### src/rtl/fetch_stage.sv
// Instruction-fetch stage with IF/ID pipeline register for the rv32i pipeline.
// Issues word fetches, honours decode stall and execute flush, and skids one response.
module fetch_stage #(
   parameter logic [31:0] RESET_PC = 32'h6000_0000
) (
   input  logic        clk,
   input  logic        rst,
   input  logic        stall,
   input  logic        flush,
   input  logic [31:0] redirect_pc,
   output logic [31:0] imem_addr,
   output logic [3:0]  imem_rmask,
   input  logic [31:0] imem_rdata,
   input  logic        imem_resp,
   output logic [31:0] de_inst,
   output logic [31:0] de_pc,
   output logic [31:0] de_pc_next,
   output logic        de_valid,
   output logic [1:0]  dbg_state
);

   // Memory handshake: a request is live while imem_rmask=4'hF and imem_addr is
   // held until the single-cycle imem_resp strobe; in the response cycle the
   // address may already move on, which memory accepts as the next request.

   localparam logic [31:0] NOP = 32'h0000_0013;

   typedef enum logic [1:0] {
      S_FETCH = 2'd0,
      S_DROP  = 2'd1,
      S_HOLD  = 2'd2
   } state_t;

   state_t      state, state_n;
   logic [31:0] pc, pc_n;
   logic [31:0] pend_pc, pend_pc_n;
   logic [31:0] buf_inst, buf_inst_n;
   logic        buf_valid, buf_valid_n;

   logic        load;
   logic [31:0] load_inst;
   logic [31:0] load_pc;
   logic [3:0]  rmask_c;
   logic [31:0] addr_c;

   logic [31:0] redir;
   logic [31:0] pc_plus4;
   logic [31:0] pc_minus4;
   logic        unused_redirect_lsb;

   assign redir               = {redirect_pc[31:2], 2'b00};
   assign unused_redirect_lsb = ^redirect_pc[1:0];
   assign pc_plus4            = pc + 32'd4;
   assign pc_minus4           = pc - 32'd4;

   always_comb begin
      state_n     = state;
      pc_n        = pc;
      pend_pc_n   = pend_pc;
      buf_inst_n  = buf_inst;
      buf_valid_n = buf_valid;
      load        = 1'b0;
      load_inst   = NOP;
      load_pc     = pc;
      rmask_c     = 4'h0;
      addr_c      = pc;

      case (state)
         S_FETCH: begin
            rmask_c = 4'hF;
            if (imem_resp && flush) begin
               pc_n   = redir;
               addr_c = redir;
            end else if (imem_resp && stall) begin
               // Decode cannot take the word: park it and stop requesting.
               buf_inst_n  = imem_rdata;
               buf_valid_n = 1'b1;
               pc_n        = pc_plus4;
               rmask_c     = 4'h0;
               state_n     = S_HOLD;
            end else if (imem_resp) begin
               load      = 1'b1;
               load_inst = imem_rdata;
               load_pc   = pc;
               pc_n      = pc_plus4;
               addr_c    = pc_plus4;
            end else if (flush) begin
               pend_pc_n = redir;
               state_n   = S_DROP;
            end
         end

         S_DROP: begin
            // The stale request must complete before the redirect is issued.
            rmask_c = 4'hF;
            if (imem_resp) begin
               pc_n    = flush ? redir : pend_pc;
               addr_c  = flush ? redir : pend_pc;
               state_n = S_FETCH;
            end else if (flush) begin
               pend_pc_n = redir;
            end
         end

         S_HOLD: begin
            if (flush) begin
               buf_valid_n = 1'b0;
               pc_n        = redir;
               state_n     = S_FETCH;
            end else if (!stall) begin
               load        = 1'b1;
               load_inst   = buf_inst;
               load_pc     = pc_minus4;
               buf_valid_n = 1'b0;
               state_n     = S_FETCH;
            end
         end

         default: begin
            state_n = S_FETCH;
         end
      endcase
   end

   assign imem_rmask = rst ? 4'h0 : rmask_c;
   assign imem_addr  = addr_c;
   assign dbg_state  = state;

   always_ff @(posedge clk) begin
      if (rst) begin
         state     <= S_FETCH;
         pc        <= RESET_PC;
         pend_pc   <= 32'd0;
         buf_inst  <= 32'd0;
         buf_valid <= 1'b0;
      end else begin
         state     <= state_n;
         pc        <= pc_n;
         pend_pc   <= pend_pc_n;
         buf_inst  <= buf_inst_n;
         buf_valid <= buf_valid_n;
      end
   end

   // IF/ID register: flush beats stall beats load; otherwise a bubble.
   always_ff @(posedge clk) begin
      if (rst) begin
         de_valid <= 1'b0;
         de_inst  <= NOP;
         de_pc    <= 32'd0;
      end else if (flush) begin
         de_valid <= 1'b0;
         de_inst  <= NOP;
      end else if (stall) begin
         de_valid <= de_valid;
      end else if (load) begin
         de_valid <= 1'b1;
         de_inst  <= load_inst;
         de_pc    <= load_pc;
      end else begin
         de_valid <= 1'b0;
         de_inst  <= NOP;
      end
   end

   assign de_pc_next = de_pc + 32'd4;

endmodule

### config.mk
export PLATFORM = sky130hd
export DESIGN_NAME = fetch_stage
export DESIGN_NICKNAME = d
export VERILOG_FILES = /design/src/rtl/fetch_stage.sv
export SDC_FILE = /design/constraint.sdc
export NUM_CORES = 1
export LEC_CHECK = 0
export CAP_MARGIN = 40
export CORE_AREA = 2 2 140 142
export CTS_CLUSTER_SIZE = 28
export DETAILED_ROUTE_END_ITERATION = 8
export DIE_AREA = 0 0 142 144
export PLACE_DENSITY_LB_ADDON = 0.25
export SYNTH_ARGS = -nofsm -noshare
export SYNTH_HDL_FRONTEND = slang
export SYNTH_SLANG_ARGS = --single-unit
### constraint.sdc
create_clock -name clk -period 4 [get_ports clk]
set_clock_uncertainty 0.15 [all_clocks]
set_input_delay 0.8 -clock clk [delete_from_list [all_inputs] [get_ports clk]]
set_output_delay 0.8 -clock clk [all_outputs]
set_load 0.1 [all_outputs]
Yosys cells after proc, flatten, opt, wreduce, memory -nomap -nowiden
Cells that the tools add are included.

Output and inout bits: 135. Word-level logic and storage cells: 72. Input bits: 69. Bits in registers: 163.

Equal/unequal tests: 9. Bitwise gates (word level): 3. Add/sub/neg operators: 3. Reductions and logical operators: 11. Mux-type cells: 39.

Operators with widths (number): 32-bit 2-to-1 mux (16); 32-bit case mux with 2 select lines (3); 32-bit case mux with 3 select lines (1); 32-bit by 3-bit adder with 32-bit output (second input constant) (2); 32-bit by 3-bit subtractor with 32-bit output (second input constant) (1); 2-bit 2-to-1 mux (7); 4-bit 2-to-1 mux (3); 3-bit inequality test (second input constant) (3); 3-bit AND reduction (3); 2-bit inequality test (second input constant) (4); 4-bit case mux with 2 select lines (1); 1-bit 2-to-1 mux (6); 2-bit case mux with 3 select lines (1); 5-bit AND reduction (1); 1-bit NOT (3); 3-bit nonzero test (1); 2-bit by 1-bit equality test with 1-bit output (second input constant) (1); 2-bit equality test (second input constant) (1); 1-bit logical AND (2); 2-bit logical NOT (1); 1-bit case mux with 2 select lines (1); 2-bit AND reduction (1); 2-bit nonzero test (1); 2-bit OR reduction (1).

Longest topological paths before layout
Word-level depth: 5. Depth in mapped cells: 9. Gate-level depth less buffers: 7.

Least setup slack after synthesis
Ideal clock, no wire load.

Kind: in2out. Start: input stall. End: output imem_addr[21]. Data arrival time: 5253 ps. Data required time: 3050 ps. Path slack: -2203 ps. Stages: 6. Path buffers: 2. Cells stage by stage: clkbuf_1 > nand2b_1 > clkbuf_1 > nor3_1 > nand2_1 > o311ai_0.

Cells in the longest elaborated chain, start to end: 4.

RTL lines: start: declaration (line 8) `input logic stall,`; 1-bit logical AND (line 74) `end else if (imem_resp && stall) begin`; 32-bit 2-to-1 mux (line 74); 32-bit 2-to-1 mux (line 71) `if (imem_resp && flush) begin`; 32-bit case mux with 2 select lines (line 68) `case (state)`; end: declaration (line 11) `output logic [31:0] imem_addr,`.

Every way passes these cells.

Final worst setup path
Start: register pc[17]. End: output imem_addr[23].

Cells in the longest elaborated chain, start to end: 5.

RTL lines: start: declaration (line 35) `logic [31:0] pc, pc_n;`; start signal: assignment (line 138) `pc <= pc_n;`; 32-bit by 3-bit adder with 32-bit output (line 53) `assign pc_plus4 = pc + 32'd4;`; 32-bit 2-to-1 mux (line 81) `end else if (imem_resp) begin`; 32-bit 2-to-1 mux (line 74); 32-bit 2-to-1 mux (line 71); 32-bit case mux with 2 select lines (line 68).

Every way passes these cells.

==> flow_metrics.env <==
export IMPL_status="finished clean"
export IMPL_core_area_sq_mm=0.0191
export IMPL_crit_path_top_delay_cell="dfxtp_1"
export IMPL_antenna_found_initial=0
export IMPL_seq_power_share_pct=28.4
export IMPL_min_period_over_period_pct=97.0
export IMPL_start_kind="flop"
export IMPL_die_x_microns=142
export IMPL_worstSkewPairLatency_ns=0.45
export IMPL_area_delta_synth_final_pct=44.8
export IMPL_cts_buffers=17
export IMPL_nets=1714
export IMPL_clk_path_buf_depth=2
export IMPL_yosysTopAreaCell="dfxtp_1"
export IMPL_synth_area_sq_mm=0.0106
export IMPL_grt_overflow_total=0
export IMPL_grt_setup_unrepaired="false"
export IMPL_cts_sinks=163
export IMPL_synthMostInstantiatedCell="nand2_1"
export IMPL_wl_per_cell_microns=21.1
export IMPL_min_delay_path_depth=2
export IMPL_path_cells="and4_1, nand3_1, nor4_2, xnor2_1, o211ai_1, buf_12"
export IMPL_slew_limit_headroom_pct=47.6
export IMPL_regArea_sq_mm=0.00327
export IMPL_initial_core_util_pct=55.7
export IMPL_io_pins=204
export IMPL_r2r_cells=9
export IMPL_seq_area_frac_synth_pct=30.7
export IMPL_fmax_mhz=258
export IMPL_fp_dieH_microns=144
export IMPL_fillCellCount=1183
export IMPL_cts_tree="yes"
export IMPL_std_cell_rows=51
export IMPL_worst_ep_arrival_time_ns=2.93
export IMPL_critPathMaxFanout=13
export IMPL_ant_nets=0
export IMPL_hold_buffers=0
export IMPL_clkTransAtPathRegs_ns=0.07
export IMPL_fin_crit_ns=3.88
export IMPL_drt_total_wl_microns=40000
export IMPL_tightest_slew_ns=0.780
export IMPL_grt_pass1_wl_microns=62600
export IMPL_cap_violations=0
export IMPL_clock_root_buffer="clkbuf_16"
export IMPL_drt_pass1_iterations=6
export IMPL_power_internal_mw=3.70
export IMPL_gp_congestion=0.996
export IMPL_p_clk_share_pct=24.4
export IMPL_diodes=0
export IMPL_async_flop_share_pct=0
export IMPL_setup_violations_final=0
export IMPL_die_area_sq_mm=0.0204
export IMPL_avgSynthCellArea_sq_um=7.40
export IMPL_hp_class="reg -> reg"
export IMPL_p_leak_nw=5.57
export IMPL_p_per_area_mw_per_mm2=448
export IMPL_dp_hpwl_microns=27500
export IMPL_holdWs_ns=0.307
export IMPL_synth_ff_type="dfxtp_1"
export IMPL_ys_warn_count=0
export IMPL_grt_usage_pct=38.2
export IMPL_io_buffers=201
export IMPL_p_sw_mw=3.20
export IMPL_cts_max_level=4
export IMPL_tns_ns=0
export IMPL_critPathKind="reg -> out"
export IMPL_crit_path_end_kind="primary output"
export IMPL_power_frac_comb_pct=47.2
export IMPL_synth_distinct_cells=73
export IMPL_drtIter0Drc=1957
export IMPL_cp_required_ns=3.05
export IMPL_synth_commonest_cells="231 x nand2_1, 163 x dfxtp_1, 128 x a21oi_1, 125 x clkbuf_1, 96 x nor2_1"
export IMPL_grt_max_degree=86
export IMPL_ys_top_cells_by_area="dfxtp_1 31%, nand2_1 8.2%, a21oi_1 6.0%"
export IMPL_max_stage_delay_ns=0.67
export IMPL_swShare_pct=46.4
export IMPL_slew_viol_final=0
export IMPL_drc_errors=0
export IMPL_drive_above_1_share_pct=19.7
export IMPL_r2r_slack_ns=1.18
export IMPL_syn_inst=1437
export IMPL_synth_top_area_share_pct=30.7
export IMPL_synth_seq_cells=163
export IMPL_synth_edf_count=0
export IMPL_grt_pass1_vias=11886
export IMPL_hold_viol_final=0
export IMPL_multi_input_area_sq_mm=0.00711
export IMPL_vias_per_cell=6.65
export IMPL_via_count=12561
export IMPL_synth_fp_nets=1512
export IMPL_peakVddDrop_v=0.000406
[area by class of cell]
type,instances,area share (%)
inverters,15,0.366
flip-flops and latches,163,21.2
repair buffers,340,26.3
well taps,238,1.93
clock buffers,17,2.76
clock inverters,15,1.21
multi-input cells,1102,46.2
[cell usage in the layout (no fill, tap or decap), types with 15 or more instances in the layout]
cell               n
nand2_1          231
o21ai_2           15
xnor2_1           39
a221oi_1          24
clkbuf_16         17
nand3_1           36
o211ai_1          18
nor2_1            93
and3_1            16
nor4_1            17
o21ai_0           68
a21oi_1          128
nand4_1           32
a211oi_1          34
dfxtp_1          160
xor2_1            23
nor3_1            21
buf_12            49
buf_4             85
a22o_1            33
mux2i_1           20
a22oi_1           42
buf_8             67
clkdlybuf4s50_1  132
[cells by family after synthesis]
| group | after synthesis | synth area share (%) |
|---|---|---|
| simple gates | 538 | 24.5 |
| compound gates | 453 | 28.5 |
| buf+inv | 172 | 6.63 |
| flops | 163 | 30.7 |
| xor+xnor | 81 | 6.67 |
| mux | 24 | 2.31 |
| fa+ha+maj | 6 | 0.706 |
[final timing paths]
path,from,endpoint
worst max-delay path,pc[17],imem_addr[23]
worst min-delay path,pend_pc[20],pend_pc[20]
worst max register to register,dbg_state[1],pc[23]
worst min register to register,pend_pc[20],pend_pc[20]
[routing by layer]
| layer | wire (microns) | vias to the layer above | global-route usage, % |
|---|---|---|---|
| met1 | 15200 | 5852 | 50.5 |
| met2 | 18400 | 928 | 61.1 |
| met3 | 4930 | 136 | 8.08 |
| li1 | - | 5642 | - |
| met5 | 38 | - | 0 |
| met4 | 1430 | 3 | 15.2 |
[through the flow]
step	setup WS, ns	utilization (%)	power (mW)	std cells	instance area [sq um]
floorplan	-0.577	-	4.07	1437	11100
global placement	0.551	71.4	5.03	1782	13600
detailed placement	0.524	77.2	5.16	1854	14700
CTS	0.0440	80.4	6.82	1886	15300
global route	0.0656	80.7	7.10	1890	15400
finish	0.120	80.7	6.90	1890	15400
[power groups by stage]
stage	clock, mW	combinational (mW)	sequential (mW)
after floorplan	0	2.04	2.03
after global placement	0	3.06	1.97
after detailed placement	0	3.19	1.98
after CTS	1.68	3.20	1.94
after global routing	1.74	3.39	1.97
final	1.69	3.25	1.96
[state kept, by name (all words and copies together) (netlist names)]
name       cells
buf_inst      32
dbg_state      2
de_inst       32
de_pc         32
de_valid       1
pc            32
pend_pc       32
[what timing repair did]
action / 4_1_cts / 5_1_grt
setup endpoints to repair: 0 / 11
setup buffers: 0 / 4
gates resized for setup: 0 / 4
[critical path: cells and delay by family (launching register included)]
family	cells	cell delay, ns
and+or+nand+nor	3	1.16
xor gates and xnor gates	1	0.11
AOI/OAI and AO/OA	1	0.32
buffers and inverters	1	0.22
DFF	1	0.67
Note: power is estimated with default switching activity, not from simulation.
